`src/rtl/mips_ctrl_pkg.sv`:
```
// Shared definitions for the multicycle MIPS control unit: state encodings,
// opcode constants, ALU/PC mux encodings and the bundled datapath control word.
package mips_ctrl_pkg;

  typedef enum logic [3:0] {
    StIdle     = 4'd0,
    StFetch    = 4'd1,
    StDecode   = 4'd2,
    StMemAddr  = 4'd3,
    StMemRead  = 4'd4,
    StMemWb    = 4'd5,
    StMemWrite = 4'd6,
    StExecute  = 4'd7,
    StRWb      = 4'd8,
    StBranch   = 4'd9,
    StJump     = 4'd10,
    StAddiEx   = 4'd11,
    StAddiWb   = 4'd12,
    StTrap     = 4'd13
  } state_e;

  // Opcodes, instruction[31:26]
  localparam logic [5:0] R_TYPE = 6'h00;
  localparam logic [5:0] LW     = 6'h23;
  localparam logic [5:0] SW     = 6'h2B;
  localparam logic [5:0] BEQ    = 6'h04;
  localparam logic [5:0] J      = 6'h02;
  localparam logic [5:0] ADDI   = 6'h08;

  localparam logic [1:0] AluOpAdd   = 2'b00;
  localparam logic [1:0] AluOpSub   = 2'b01;
  localparam logic [1:0] AluOpFunct = 2'b10;

  localparam logic [1:0] PcSrcAlu    = 2'b00;
  localparam logic [1:0] PcSrcAluOut = 2'b01;
  localparam logic [1:0] PcSrcJump   = 2'b10;

  localparam logic [1:0] AluBReg     = 2'b00;
  localparam logic [1:0] AluBFour    = 2'b01;
  localparam logic [1:0] AluBImm     = 2'b10;
  localparam logic [1:0] AluBImmSh2  = 2'b11;

  typedef struct packed {
    logic       pc_write;
    logic       pc_write_cond;
    logic       i_or_d;
    logic       mem_read;
    logic       mem_write;
    logic       ir_write;
    logic       mem_to_reg;
    logic       reg_dest;
    logic       reg_write;
    logic       alu_src_a;
    logic [1:0] alu_src_b;
    logic [1:0] alu_op;
    logic [1:0] pc_source;
    logic       illegal_op;
  } ctrl_t;

endpackage

```
`src/rtl/multicycle_control_unit_if.sv`:
```
// Bus between the multicycle control unit and its datapath.
//   master: control unit side (samples run/opcode/mem_ready, drives controls + status)
//   slave : datapath / environment side
interface multicycle_control_unit_if;
  logic        run;
  logic [5:0]  opcode;
  logic        mem_ready;

  logic        pc_write;
  logic        pc_write_cond;
  logic        i_or_d;
  logic        mem_read;
  logic        mem_write;
  logic        ir_write;
  logic        mem_to_reg;
  logic        reg_dest;
  logic        reg_write;
  logic        alu_src_a;
  logic [1:0]  alu_src_b;
  logic [1:0]  alu_op;
  logic [1:0]  pc_source;

  logic [3:0]  state;
  logic        instr_done;
  logic        illegal_op;
  logic [31:0] retire_count;

  modport master (
    input  run, opcode, mem_ready,
    output pc_write, pc_write_cond, i_or_d, mem_read, mem_write, ir_write, mem_to_reg,
           reg_dest, reg_write, alu_src_a, alu_src_b, alu_op, pc_source,
           state, instr_done, illegal_op, retire_count
  );

  modport slave (
    output run, opcode, mem_ready,
    input  pc_write, pc_write_cond, i_or_d, mem_read, mem_write, ir_write, mem_to_reg,
           reg_dest, reg_write, alu_src_a, alu_src_b, alu_op, pc_source,
           state, instr_done, illegal_op, retire_count
  );
endinterface

```
`src/rtl/multicycle_ctrl_decode.sv`:
```
// Combinational state-to-control decode for the multicycle control unit.
//   state     : current FSM state
//   mem_ready : memory handshake; gates the IR/PC write during FETCH
//   ctrl      : datapath control word plus illegal_op status
module multicycle_ctrl_decode
  import mips_ctrl_pkg::*;
(
  input  state_e   state,
  input  logic     mem_ready,
  output ctrl_t    ctrl
);

  always_comb begin
    ctrl = '0;
    unique case (state)
      StFetch: begin
        ctrl.mem_read  = 1'b1;
        ctrl.alu_src_b = AluBFour;
        ctrl.alu_op    = AluOpAdd;
        ctrl.pc_source = PcSrcAlu;
        // IR and PC latch only on the cycle the instruction word arrives
        ctrl.ir_write  = mem_ready;
        ctrl.pc_write  = mem_ready;
      end
      StDecode: begin
        ctrl.alu_src_b = AluBImmSh2;
        ctrl.alu_op    = AluOpAdd;
      end
      StMemAddr, StAddiEx: begin
        ctrl.alu_src_a = 1'b1;
        ctrl.alu_src_b = AluBImm;
        ctrl.alu_op    = AluOpAdd;
      end
      StMemRead: begin
        ctrl.mem_read = 1'b1;
        ctrl.i_or_d   = 1'b1;
      end
      StMemWb: begin
        ctrl.reg_write  = 1'b1;
        ctrl.mem_to_reg = 1'b1;
      end
      StMemWrite: begin
        ctrl.mem_write = 1'b1;
        ctrl.i_or_d    = 1'b1;
      end
      StExecute: begin
        ctrl.alu_src_a = 1'b1;
        ctrl.alu_src_b = AluBReg;
        ctrl.alu_op    = AluOpFunct;
      end
      StRWb: begin
        ctrl.reg_write = 1'b1;
        ctrl.reg_dest  = 1'b1;
      end
      StBranch: begin
        ctrl.alu_src_a     = 1'b1;
        ctrl.alu_op        = AluOpSub;
        ctrl.pc_write_cond = 1'b1;
        ctrl.pc_source     = PcSrcAluOut;
      end
      StJump: begin
        ctrl.pc_write  = 1'b1;
        ctrl.pc_source = PcSrcJump;
      end
      StAddiWb: begin
        ctrl.reg_write = 1'b1;
      end
      StTrap: begin
        ctrl.illegal_op = 1'b1;
      end
      default: ;
    endcase
  end

endmodule

```
`src/rtl/multicycle_control_unit.sv`:
```
// Multicycle MIPS control unit: FSM next-state logic, retire counter and
// output mapping. Controls are decoded from state in multicycle_ctrl_decode.
//   clk   : system clock, rising edge
//   reset : synchronous, active-high
//   bus   : run/opcode/mem_ready in; datapath controls, state, instr_done,
//           illegal_op and retire_count out
//   ILLEGAL_TRAP : 1 = unknown opcode traps and halts, 0 = treated as NOP
module multicycle_control_unit
  import mips_ctrl_pkg::*;
#(
  parameter bit ILLEGAL_TRAP = 1'b1
) (
  input logic                       clk,
  input logic                       reset,
  multicycle_control_unit_if.master bus
);

  state_e      state_q, state_d;
  logic [31:0] retire_q;
  logic        instr_done;
  ctrl_t       ctrl;

  always_comb begin
    state_d    = state_q;
    instr_done = 1'b0;
    case (state_q)
      StIdle:    if (bus.run) state_d = StFetch;
      StFetch:   if (bus.mem_ready) state_d = StDecode;
      StDecode: begin
        case (bus.opcode)
          R_TYPE:  state_d = StExecute;
          LW, SW:  state_d = StMemAddr;
          BEQ:     state_d = StBranch;
          J:       state_d = StJump;
          ADDI:    state_d = StAddiEx;
          default: begin
            if (ILLEGAL_TRAP) state_d = StTrap;
            else              instr_done = 1'b1;
          end
        endcase
      end
      StMemAddr:  state_d = (bus.opcode == SW) ? StMemWrite : StMemRead;
      StMemRead:  if (bus.mem_ready) state_d = StMemWb;
      StMemWrite: instr_done = bus.mem_ready;
      StExecute:  state_d = StRWb;
      StAddiEx:   state_d = StAddiWb;
      StMemWb, StRWb, StBranch, StJump, StAddiWb: instr_done = 1'b1;
      StTrap:     state_d = StTrap;
      default:    state_d = StIdle;
    endcase
    // run is only looked at when an instruction retires (and in IDLE)
    if (instr_done) state_d = bus.run ? StFetch : StIdle;
  end

  always_ff @(posedge clk) begin
    if (reset) begin
      state_q  <= StIdle;
      retire_q <= '0;
    end else begin
      state_q <= state_d;
      if (instr_done) retire_q <= retire_q + 32'd1;
    end
  end

  multicycle_ctrl_decode u_decode (
    .state     (state_q),
    .mem_ready (bus.mem_ready),
    .ctrl      (ctrl)
  );

  assign bus.pc_write      = ctrl.pc_write;
  assign bus.pc_write_cond = ctrl.pc_write_cond;
  assign bus.i_or_d        = ctrl.i_or_d;
  assign bus.mem_read      = ctrl.mem_read;
  assign bus.mem_write     = ctrl.mem_write;
  assign bus.ir_write      = ctrl.ir_write;
  assign bus.mem_to_reg    = ctrl.mem_to_reg;
  assign bus.reg_dest      = ctrl.reg_dest;
  assign bus.reg_write     = ctrl.reg_write;
  assign bus.alu_src_a     = ctrl.alu_src_a;
  assign bus.alu_src_b     = ctrl.alu_src_b;
  assign bus.alu_op        = ctrl.alu_op;
  assign bus.pc_source     = ctrl.pc_source;
  assign bus.illegal_op    = ctrl.illegal_op;
  assign bus.state         = state_q;
  assign bus.instr_done    = instr_done;
  assign bus.retire_count  = retire_q;

endmodule

```
`src/flat_wrapper.sv`:
```
// flat-port wrapper written by rule: the top's interface ports become plain ports
module multicycle_control_unit_flat import mips_ctrl_pkg::*;
#(
  parameter bit ILLEGAL_TRAP = 1'b1
)
  (clk, reset, bus_run, bus_opcode, bus_mem_ready, bus_pc_write, bus_pc_write_cond, bus_i_or_d, bus_mem_read, bus_mem_write, bus_ir_write, bus_mem_to_reg, bus_reg_dest, bus_reg_write, bus_alu_src_a, bus_alu_src_b, bus_alu_op, bus_pc_source, bus_state, bus_instr_done, bus_illegal_op, bus_retire_count);
  multicycle_control_unit_if bus_i ();
  input logic clk;
  input logic reset;
  input wire logic [$bits(bus_i.run)-1:0] bus_run;
  input wire logic [$bits(bus_i.opcode)-1:0] bus_opcode;
  input wire logic [$bits(bus_i.mem_ready)-1:0] bus_mem_ready;
  output wire logic [$bits(bus_i.pc_write)-1:0] bus_pc_write;
  output wire logic [$bits(bus_i.pc_write_cond)-1:0] bus_pc_write_cond;
  output wire logic [$bits(bus_i.i_or_d)-1:0] bus_i_or_d;
  output wire logic [$bits(bus_i.mem_read)-1:0] bus_mem_read;
  output wire logic [$bits(bus_i.mem_write)-1:0] bus_mem_write;
  output wire logic [$bits(bus_i.ir_write)-1:0] bus_ir_write;
  output wire logic [$bits(bus_i.mem_to_reg)-1:0] bus_mem_to_reg;
  output wire logic [$bits(bus_i.reg_dest)-1:0] bus_reg_dest;
  output wire logic [$bits(bus_i.reg_write)-1:0] bus_reg_write;
  output wire logic [$bits(bus_i.alu_src_a)-1:0] bus_alu_src_a;
  output wire logic [$bits(bus_i.alu_src_b)-1:0] bus_alu_src_b;
  output wire logic [$bits(bus_i.alu_op)-1:0] bus_alu_op;
  output wire logic [$bits(bus_i.pc_source)-1:0] bus_pc_source;
  output wire logic [$bits(bus_i.state)-1:0] bus_state;
  output wire logic [$bits(bus_i.instr_done)-1:0] bus_instr_done;
  output wire logic [$bits(bus_i.illegal_op)-1:0] bus_illegal_op;
  output wire logic [$bits(bus_i.retire_count)-1:0] bus_retire_count;
  assign bus_i.run = bus_run;
  assign bus_i.opcode = bus_opcode;
  assign bus_i.mem_ready = bus_mem_ready;
  assign bus_pc_write = bus_i.pc_write;
  assign bus_pc_write_cond = bus_i.pc_write_cond;
  assign bus_i_or_d = bus_i.i_or_d;
  assign bus_mem_read = bus_i.mem_read;
  assign bus_mem_write = bus_i.mem_write;
  assign bus_ir_write = bus_i.ir_write;
  assign bus_mem_to_reg = bus_i.mem_to_reg;
  assign bus_reg_dest = bus_i.reg_dest;
  assign bus_reg_write = bus_i.reg_write;
  assign bus_alu_src_a = bus_i.alu_src_a;
  assign bus_alu_src_b = bus_i.alu_src_b;
  assign bus_alu_op = bus_i.alu_op;
  assign bus_pc_source = bus_i.pc_source;
  assign bus_state = bus_i.state;
  assign bus_instr_done = bus_i.instr_done;
  assign bus_illegal_op = bus_i.illegal_op;
  assign bus_retire_count = bus_i.retire_count;
  multicycle_control_unit #(.ILLEGAL_TRAP(ILLEGAL_TRAP)) u_core (.clk(clk), .reset(reset), .bus(bus_i));
endmodule
```
`config.mk`:
```
export PLATFORM = sky130hd
export DESIGN_NAME = multicycle_control_unit_flat
export DESIGN_NICKNAME = d
export VERILOG_FILES = /design/src/rtl/mips_ctrl_pkg.sv /design/src/rtl/multicycle_control_unit_if.sv /design/src/rtl/multicycle_ctrl_decode.sv /design/src/rtl/multicycle_control_unit.sv /design/src/flat_wrapper.sv
export SDC_FILE = /design/constraint.sdc
export NUM_CORES = 1
export LEC_CHECK = 0
export BUFFER_PORTS_ARGS = -buffer_cell sky130_fd_sc_hd__buf_2
export CORE_MARGIN = 3
export CORE_UTILIZATION = 45
export DETAILED_ROUTE_END_ITERATION = 16
export PLACE_DENSITY = 0.78
export SLEW_MARGIN = 10
export SYNTH_ARGS = -nofsm -noshare
export SYNTH_HDL_FRONTEND = slang
export SYNTH_SLANG_ARGS = --single-unit
```
`constraint.sdc`:
```
create_clock -name clk -period 4.8 [get_ports clk]
set_input_delay 0.48 -clock clk [delete_from_list [all_inputs] [get_ports clk]]
set_output_delay 0.48 -clock clk [all_outputs]
set_load 0.02 [all_outputs]
```
## Word level (Yosys, flattened, before mapping)

Index checks and enable logic that the tools add are counted.

| word-level totals | value |
|---|---|
| memories kept | 0 |
| latch bits | 0 |
| flip-flop bits (word level) | 36 |
| memory bits (writable) | 0 |
| ROM bits | 0 |
| output and inout bits | 54 |
| input bits | 10 |

| cells by class | value |
|---|---|
| reduce and logical (&&, ||, !) cells | 11 |
| magnitude comparators | 0 |
| div/mod/pow operators | 0 |
| multiplexer cells | 23 |
| multiply operators | 0 |
| bitwise logic cells | 0 |
| shift-type cells | 0 |
| add/subtract/negate cells | 1 |
| equality and inequality tests | 22 |

Operators with widths:

| cell | number |
|---|---|
| $pmux W4 S9 | 1 |
| $add A32 B1 Y32 const B | 1 |
| $eq A4 B4 Y1 const B | 6 |
| $pmux W4 S5 | 1 |
| $eq A4 B3 Y1 const B | 4 |
| $mux W4 | 4 |
| $eq A6 B6 Y1 const B | 2 |
| $mux W1 | 11 |
| $ne A3 B3 Y1 const B | 3 |
| $eq A4 B2 Y1 const B | 2 |
| $pmux W2 S2 | 2 |
| $reduce_or A2 Y1 | 4 |
| $eq A6 B2 Y1 const B | 1 |
| $eq A6 B3 Y1 const B | 1 |
| $eq A6 B4 Y1 const B | 1 |
| $logic_not A6 Y1 | 1 |
| $pmux W2 S3 | 1 |
| $reduce_or A6 Y1 | 1 |
| $reduce_or A5 Y1 | 1 |
| $eq A4 B1 Y1 const B | 1 |
| $logic_not A4 Y1 | 1 |
| $pmux W1 S2 | 2 |
| $reduce_and A4 Y1 | 1 |
| $reduce_or A4 Y1 | 1 |
| 3 further kinds | 3 |

## Logic depth before layout (Yosys ltp)

Gate-level depths: netlist of the first run.

| logic depth | value |
|---|---|
| word-level depth | 5 |
| mapped depth | 7 |
| gate-level depth less buffers | 6 |

## Hierarchy

Synthesis of the first run repeated with hierarchy kept, for this count alone.

| second synthesis, totals | value |
|---|---|
| cell total of the unflattened synthesis | 282 |
| area total of the unflattened synthesis | 2214.6 um^2 |

Modules (own cells, without submodules):

| module | seq. area each (um^2) | cells an instance | instances | area each (um^2) |
|---|---|---|---|---|
| multicycle_control_unit | 720.7 | 250 | 1 | 1983.2 |
| multicycle_ctrl_decode | 0.0 | 32 | 1 | 231.5 |

## Worst setup path before layout of the first run

OpenSTA, ideal clock, no wires.

| timing | value |
|---|---|
| kind | register to output |
| start point | register u_core.state_q[0], in the netlist u_core.bus.state[0] |
| end point | output bus_alu_op[0] |
| path buffers | 3 |
| stages on the path, launching flop included | 6 |
| path slack | 2.188 ns |
| data arrival time | 2.132 ns |
| data required time | 4.320 ns |
| path through | dfxtp_1 clkbuf_1 clkbuf_1 nand2_1 nor3_1 buf_4 |

| on the way | value |
|---|---|
| longest elaborated chain between the ends | 2 |

RTL lines:

| element | RTL line | text |
|---|---|---|
| start: declaration | multicycle_control_unit.sv:18 | `state_e state_q, state_d;` |
| start signal: assignment | multicycle_control_unit.sv:57 | `state_q <= StIdle;` |
| start signal: assignment | multicycle_control_unit.sv:60 | `state_q <= state_d;` |
| $eq A4 B4 Y1 / $eq A4 B3 Y1 (equally long branches) | multicycle_ctrl_decode.sv:15 | `unique case (state)` |
| $pmux W2 S2 (*) | multicycle_ctrl_decode.sv:15 |  |
| end: declaration | flat_wrapper.sv:24 | `output wire logic [$bits(bus_i.alu_op)-1:0] bus_alu_op;` |

Every way passes the cells marked *; elsewhere a longest branch is shown, timed or not.

## Final worst setup path of the first run

| timing | value |
|---|---|
| start point | register u_core.state_q[1], in the netlist u_core.bus.state[1] |
| end point | output bus_instr_done |

| on the way | value |
|---|---|
| longest elaborated chain between the ends | 3 |

RTL lines:

| element | RTL line | text |
|---|---|---|
| $eq A4 B3 Y1 / $eq A4 B4 Y1 (equally long branches) | multicycle_control_unit.sv:26 | `case (state_q)` |
| $reduce_or A5 Y1 | multicycle_control_unit.sv:26 |  |
| $pmux W1 S2 (*) | multicycle_control_unit.sv:26 |  |
| end: declaration | flat_wrapper.sv:27 | `output wire logic [$bits(bus_i.instr_done)-1:0] bus_instr_done;` |

Marked as above.

==> results of run 1 <==
flip-flops by register name, indices dropped and copies added (netlist names):
register / cells
u_core.bus.state: 4
u_core.bus.retire_count: 32
report_power, final:
| part | switching, uW | internal [uW] | total (uW) |
|---|---|---|---|
| combinational | 60.7 | 42.2 | 103 |
| clock | 107 | 98.7 | 205 |
| sequential | 22.0 | 302 | 324 |
| total | 189 | 443 | 632 |
path summary, 6_finish.rpt:
path | start | end | depth (start not counted)
worst min-delay path | u_core.bus.retire_count[31] | u_core.bus.retire_count[31] | 2
worst min register to register | u_core.bus.retire_count[31] | u_core.bus.retire_count[31] | 2
worst max-delay path | u_core.bus.state[1] | bus_instr_done | 4
worst max register to register | u_core.bus.state[2] | u_core.bus.retire_count[24] | 5
placed cells by master (no fill, tap or decap), types with 2 or more instances in the layout:
master and n:
o2111ai_1 4, a21boi_0 2, nor2b_1 2, o21ai_1 6
a211oi_1 7, a31oi_1 2, dfxtp_1 36, a2111oi_0 4
maj3_1 2, o31ai_1 9, o22ai_1 2, or3_1 12
nand4_1 6, xnor2_1 14, nand2_1 21, xor2_1 2
clkbuf_8 5, a221oi_1 2, nand2b_1 3, nand3_1 10
nor3_1 10, or4_1 8, nor2_1 28, a21oi_1 28
inv_1 11, buf_2 63, o21ai_0 13, or2_2 2
a2bb2oi_1 3, nand3_2 2, and3_1 4
cells by family after synthesis:
group	share of synthesized area (%)
xor gates and xnor gates	6.14
adders and majority gates	1.43
buffers and inverters	6.86
DFF	31.6
and+or+nand+nor	27.4
AOI/OAI and AO/OA	26.5
synthesized netlist by cell type (3+ instances only):
| library cell | n |
|---|---|
| dfxtp_1 | 36 |
| a21oi_1 | 28 |
| nor2_1 | 28 |
| nand2_1 | 21 |
| xnor2_1 | 14 |
| clkbuf_1 | 13 |
| o21ai_0 | 13 |
| or3_1 | 12 |
| inv_1 | 11 |
| nand3_1 | 10 |
| nor3_1 | 10 |
| o31ai_1 | 9 |
| or4_1 | 8 |
| a211oi_1 | 7 |
| nand4_1 | 6 |
| o21ai_1 | 6 |
| a2111oi_0 | 4 |
| and3_1 | 4 |
| o2111ai_1 | 4 |
| a2bb2oi_1 | 3 |
| buf_6 | 3 |
| nand2b_1 | 3 |
routing by layer:
metal | track usage, % | vias to the layer above | wire, um
li1 | - | 1188 | -
met1 | 24.8 | 1065 | 2640
met2 | 32.9 | 63 | 2600
met3 | 4.11 | 7 | 311
met4 | 7.30 | 0 | 89
met5 | 0 | - | 0
worst reg2reg max path: stages (launching register included):
cell and delay, ns:
dfxtp_1 0.89, nand2b_1 0.20, a21o_1 0.34, a2111o_1 0.62, or4_1 0.45, a21oi_1 0.18
final cells by class:
class	count	share of cell area, %
Tap cell	67	3.17
Clock buffer	6	2.74
Timing Repair Buffer	63	11.9
Sequential cell	36	27.2
Inverter	12	1.70
Multi-Input combinational cell	227	53.0
Clock inverter	1	0.189
through the flow:
step / cells / power [uW] / worst slack, ns
final: 412 / 632 / 1.70
after global routing: 412 / 666 / 1.43
after CTS: 412 / 636 / 1.74
after detailed placement: 405 / 433 / 2.07
after global placement: 405 / 432 / 2.10
after floorplan: 296 / 407 / 2.19
==> flow_summary.ini, run 1 <==
[finish]
fin_nets = 356
multi_input_area_um2 = 1400
nFillCells = 500
n_antenna_cell = 0
seq_area_um2 = 721
fin_area_um2 = 2650
final_core_util_pct = 54.9
syn_to_final_growth_pct = 16.0
drive_above_1_share_pct = 22.3

[yosys]
synth_edf_count = 0
syn_inst = 296
netlist_area_um2 = 2280
ys_top_cells_by_area = dfxtp_1 32%, a21oi_1 6.1%, xnor2_1 5.4%, nor2_1 4.6%, nand2_1 3.5%
yosysWarnings = 0
synth_cell_types = 54
synth_top_area_share_pct = 31.6
ys_seq_area_share_pct = 31.6
synth_top_area_cell = dfxtp_1
avgSynthCellArea_um2 = 7.71
synth-async-reset-ratio_pct = 0
synth-main-ff-cell = dfxtp_1
synth.ff_latch_count = 36
syn_nets = 307

[critical_path]
critPathSlowestCell = dfxtp_1
max_stage_delay_ns = 0.94
path_class = reg2out
crit_buf_inv = 1
end_kind = primary output
cp.arrival_ns = 2.62
start_kind = flip-flop
required_ns = 4.32
reg2reg_slack_ns = 2.03
crit_family = flip-flops
worstPathMaxFanout = 28
crit_chain = nor2_1 > o21ai_1 > nand2_1 > buf_2

[sta]
slew_violations = 0
slew_headroom_pct = 37.7
fin_crit_sh_pct = 64.6
setup-violations-final = 0
worst_pin_slew_ns = 0.933
fin_setup_tns_ns = 0
fmax_mhz = 322
rsz0062_at_grt = no
skew_ns = 0.00335
period_minus_slack_ns = 3.10
hold_slack_ns = 0.492
hold_viol = 0

[die]
core_area_um2 = 4820
chipHeight_um = 77.2
io-pin-count = 64
row_count = 25
initial_core_util_pct = 47.4
dieWidth_um = 77.2
die-area_um2 = 5960

[power_and_ir_drop]
p_leak_uw = 0.00101
peakVddDrop_mv = 0.137
power.density_nw_per_um2 = 239

[routing]
dr.pass1.iters = 4
vias = 2323
drc = 0
vias_per_cell = 5.64
wl_mm = 5.65
drt-initial-drc-count = 141
postRouteAntennaNets = 0
drt-wirelength-per-cell_um = 13.7

[grt]
grt_pass1_wl_mm = 9.80
grt_usage_pct = 19.7
overflow = 0
grt_max_degree = 37
antenna_found_initial = 0
grt_pass1_vias = 2157

[clock_tree]
cts_setup_buffers = 0
clk_latency_ns = 0.29
cts_tree = built
cts_buffers = 5
cts.reportedPaths.clkPinSlew_ns = 0.07
ctsHoldBuffers = 0
cts_resized = 0
clock_path_buffers = 2
root_buffer = clkbuf_8
cts_num_sinks = 36
cts_htree_levels = 2

[placed_design]
routabilityCongestion = 0.862
io_buffers = 63
hpwl_mm = 3.98
place_area_um2 = 2570

[min_path]
min_path_type = reg2reg

[status]
status = complete, no violations

[job]
max_cap_violations = 0
(Power assumes the default switching activity.)
==> run 2: changes to the inputs <==
==> constraint.sdc (replaced) <==
create_clock -name clk -period 2.9 [get_ports clk]
set_input_delay 0.29 -clock clk [delete_from_list [all_inputs] [get_ports clk]]
set_output_delay 0.29 -clock clk [all_outputs]
set_load 0.02 [all_outputs]
==> run 2 against run 1 <==
Worst setup slack got worse by 1.1 ns. First-iteration DRC count fell by 52%. Largest power group unchanged. Via count increased by 0.26%. Critical endpoint is now u_core.bus.retire_count[24]. Utilization rose by 1.1 points. Cell count up 1.5%. Combinational power rose by 98%.
==> flow_summary.ini, run 2 (same netlist as run 1, synthesis figures left out) <==
[grt]
grt_pass1_wl_mm = 9.33
grt_max_degree = 37
use_met1_pct = 24.3
gr-usage-met3_pct = 4.46
grt_usage_pct = 18.5
grt_pass1_vias = 2054
antenna_found_initial = 0
met2_usage_pct = 29.7
grt.busiest_layer = met2
overflow = 0

[placed_design]
io_buffers = 63
hpwl_mm = 4.00
routabilityCongestion = 0.852
place_area_um2 = 2610
place_inst = 410
pre_cts_slack_ns = 0.640

[sta]
fin_setup_tns_ns = 0
fmax_mhz = 436
period_minus_slack_ns = 2.30
setup-violations-final = 0
slew_violations = 0
setup_ws_ns = 0.604
hold_slack_ns = 0.370
slew_headroom_pct = 58.0
rsz0062_at_grt = no
skew_ns = 0.00681
worst_pin_slew_ns = 0.614
hold_viol = 0
fin_crit_sh_pct = 79.2

[clock_tree]
cts_resized = 0
cts_htree_levels = 2
clk_latency_ns = 0.29
clock_path_buffers = 2
root_buffer = clkbuf_8
cts_tree = built
cts_buffers = 5
cts.reportedPaths.clkPinSlew_ns = 0.07
ctsHoldBuffers = 0
cts_num_sinks = 36
cts_setup_buffers = 0

[min_path]
min_path_cells = 3
min_path_type = in2reg
min_from = bus_opcode[3]
hold_end = u_core.bus.state[1]

[die]
dieWidth_um = 77.2
initial_core_util_pct = 47.4
row_count = 25
chipHeight_um = 77.2
die-area_um2 = 5960
io-pin-count = 64
core_area_um2 = 4820

[power_and_ir_drop]
p_leak_uw = 0.00104
switching_share_pct = 29.4
p_clk_share_pct = 34.1
net-switching-power_uw = 318
p_seq_share_pct = 47.1
peakVddDrop_mv = 0.396
combPwrFrac_pct = 18.8
intPower_uw = 766
power.density_nw_per_um2 = 402

[routing]
wl_mm = 5.53
drt-initial-drc-count = 68
postRouteAntennaNets = 0
drt-wirelength-per-cell_um = 13.2
dr.pass1.iters = 4
vias = 2329
drc = 0
vias_per_cell = 5.57

[critical_path]
required_ns = 3.12
worstReg2RegEnd = u_core.bus.retire_count[24]
path_class = reg2reg
reg2reg_from = u_core.bus.state[1]
critPathSlowestCell = a2111o_1
start_kind = flip-flop
cp.arrival_ns = 2.51
worstPathMaxFanout = 14
end_kind = flip-flop
max_stage_delay_ns = 0.63
crit_chain = nand3b_4 > a21o_1 > a2111o_1 > or4_1 > a21oi_1
crit_buf_inv = 0
reg2reg_slack_ns = 0.60
rr_worst_depth = 5
crit_family = compound AO/OA/AOI/OAI gates

[finish]
n_antenna_cell = 0
drive_above_1_share_pct = 23.9
nFillCells = 496
largest_register_ffs = 32
seq_area_um2 = 721
fin_cells = 418
most-common-layout-cells = 63 x buf_2, 36 x dfxtp_1, 28 x nor2_1, 28 x a21oi_1, 21 x nand2_1
layout_commonest_cell = buf_2
multi_input_area_um2 = 1400
fin_nets = 361
fin_area_um2 = 2700
syn_to_final_growth_pct = 18.3

[job]
max_cap_violations = 0

[status]
status = complete, no violations
[run 2: changes by cell type in the layout (fill, tap and decap cells not counted)]
cell,before,now
clkinv_2,1,2
buf_4,0,5
clkbuf_8,5,6
clkbuf_1,1,0
[run 2: worst register-to-register path: cells and delay by family, from the launching register on]
| kind | cells | cell delay (ns) |
|---|---|---|
| AOI/OAI and AO/OA | 3 | 1.11 |
| DFF | 1 | 0.55 |
| and+or+nand+nor | 2 | 0.58 |
[run 2: how the worst max path moves through the flow]
stage | from | to | slack [ns] | depth (start not counted)
after floorplan | u_core.bus.state[0] | bus_alu_op[0] | 0.48 | 5
after global routing | u_core.bus.state[1] | u_core.bus.retire_count[24] | 0.50 | 5
after global placement | u_core.bus.state[1] | u_core.bus.retire_count[24] | 0.73 | 5
after detailed placement | u_core.bus.state[1] | u_core.bus.retire_count[24] | 0.64 | 5
final | u_core.bus.state[1] | u_core.bus.retire_count[24] | 0.60 | 5
after CTS | u_core.bus.state[1] | u_core.bus.retire_count[24] | 0.64 | 5
[run 2: metrics by stage]
stage,util [%],power [uW]
6_report,56.0,1080
5_1_grt,56.0,1140
4_1_cts,56.0,1090
3_5_place_dp,54.1,726
3_3_place_gp,54.1,723
2_1_floorplan,-,673
[run 2: metal layers]
layer  part of all wire, %  up-vias
li1                      -     1206
met1                    46     1045
met2                    46       69
met3                   6.3        9
met4                   1.3        0
met5                     0        -
[run 2: final cells by class]
cell class | instances | share of cell area, %
well taps | 67 | 3.11
multi-input cells | 227 | 52.0
repair buffers | 68 | 13.1
flip-flops and latches | 36 | 26.7
inverters | 12 | 1.67
clock buffers | 6 | 3.06
clock inverters | 2 | 0.371
[run 2: power by group through the flow]
stage | clock [uW] | sequential [uW] | combinational, uW
floorplan | 0 | 527 | 146
global placement | 0 | 521 | 202
detailed placement | 0 | 522 | 204
CTS | 376 | 510 | 205
global route | 401 | 511 | 225
finish | 369 | 510 | 204
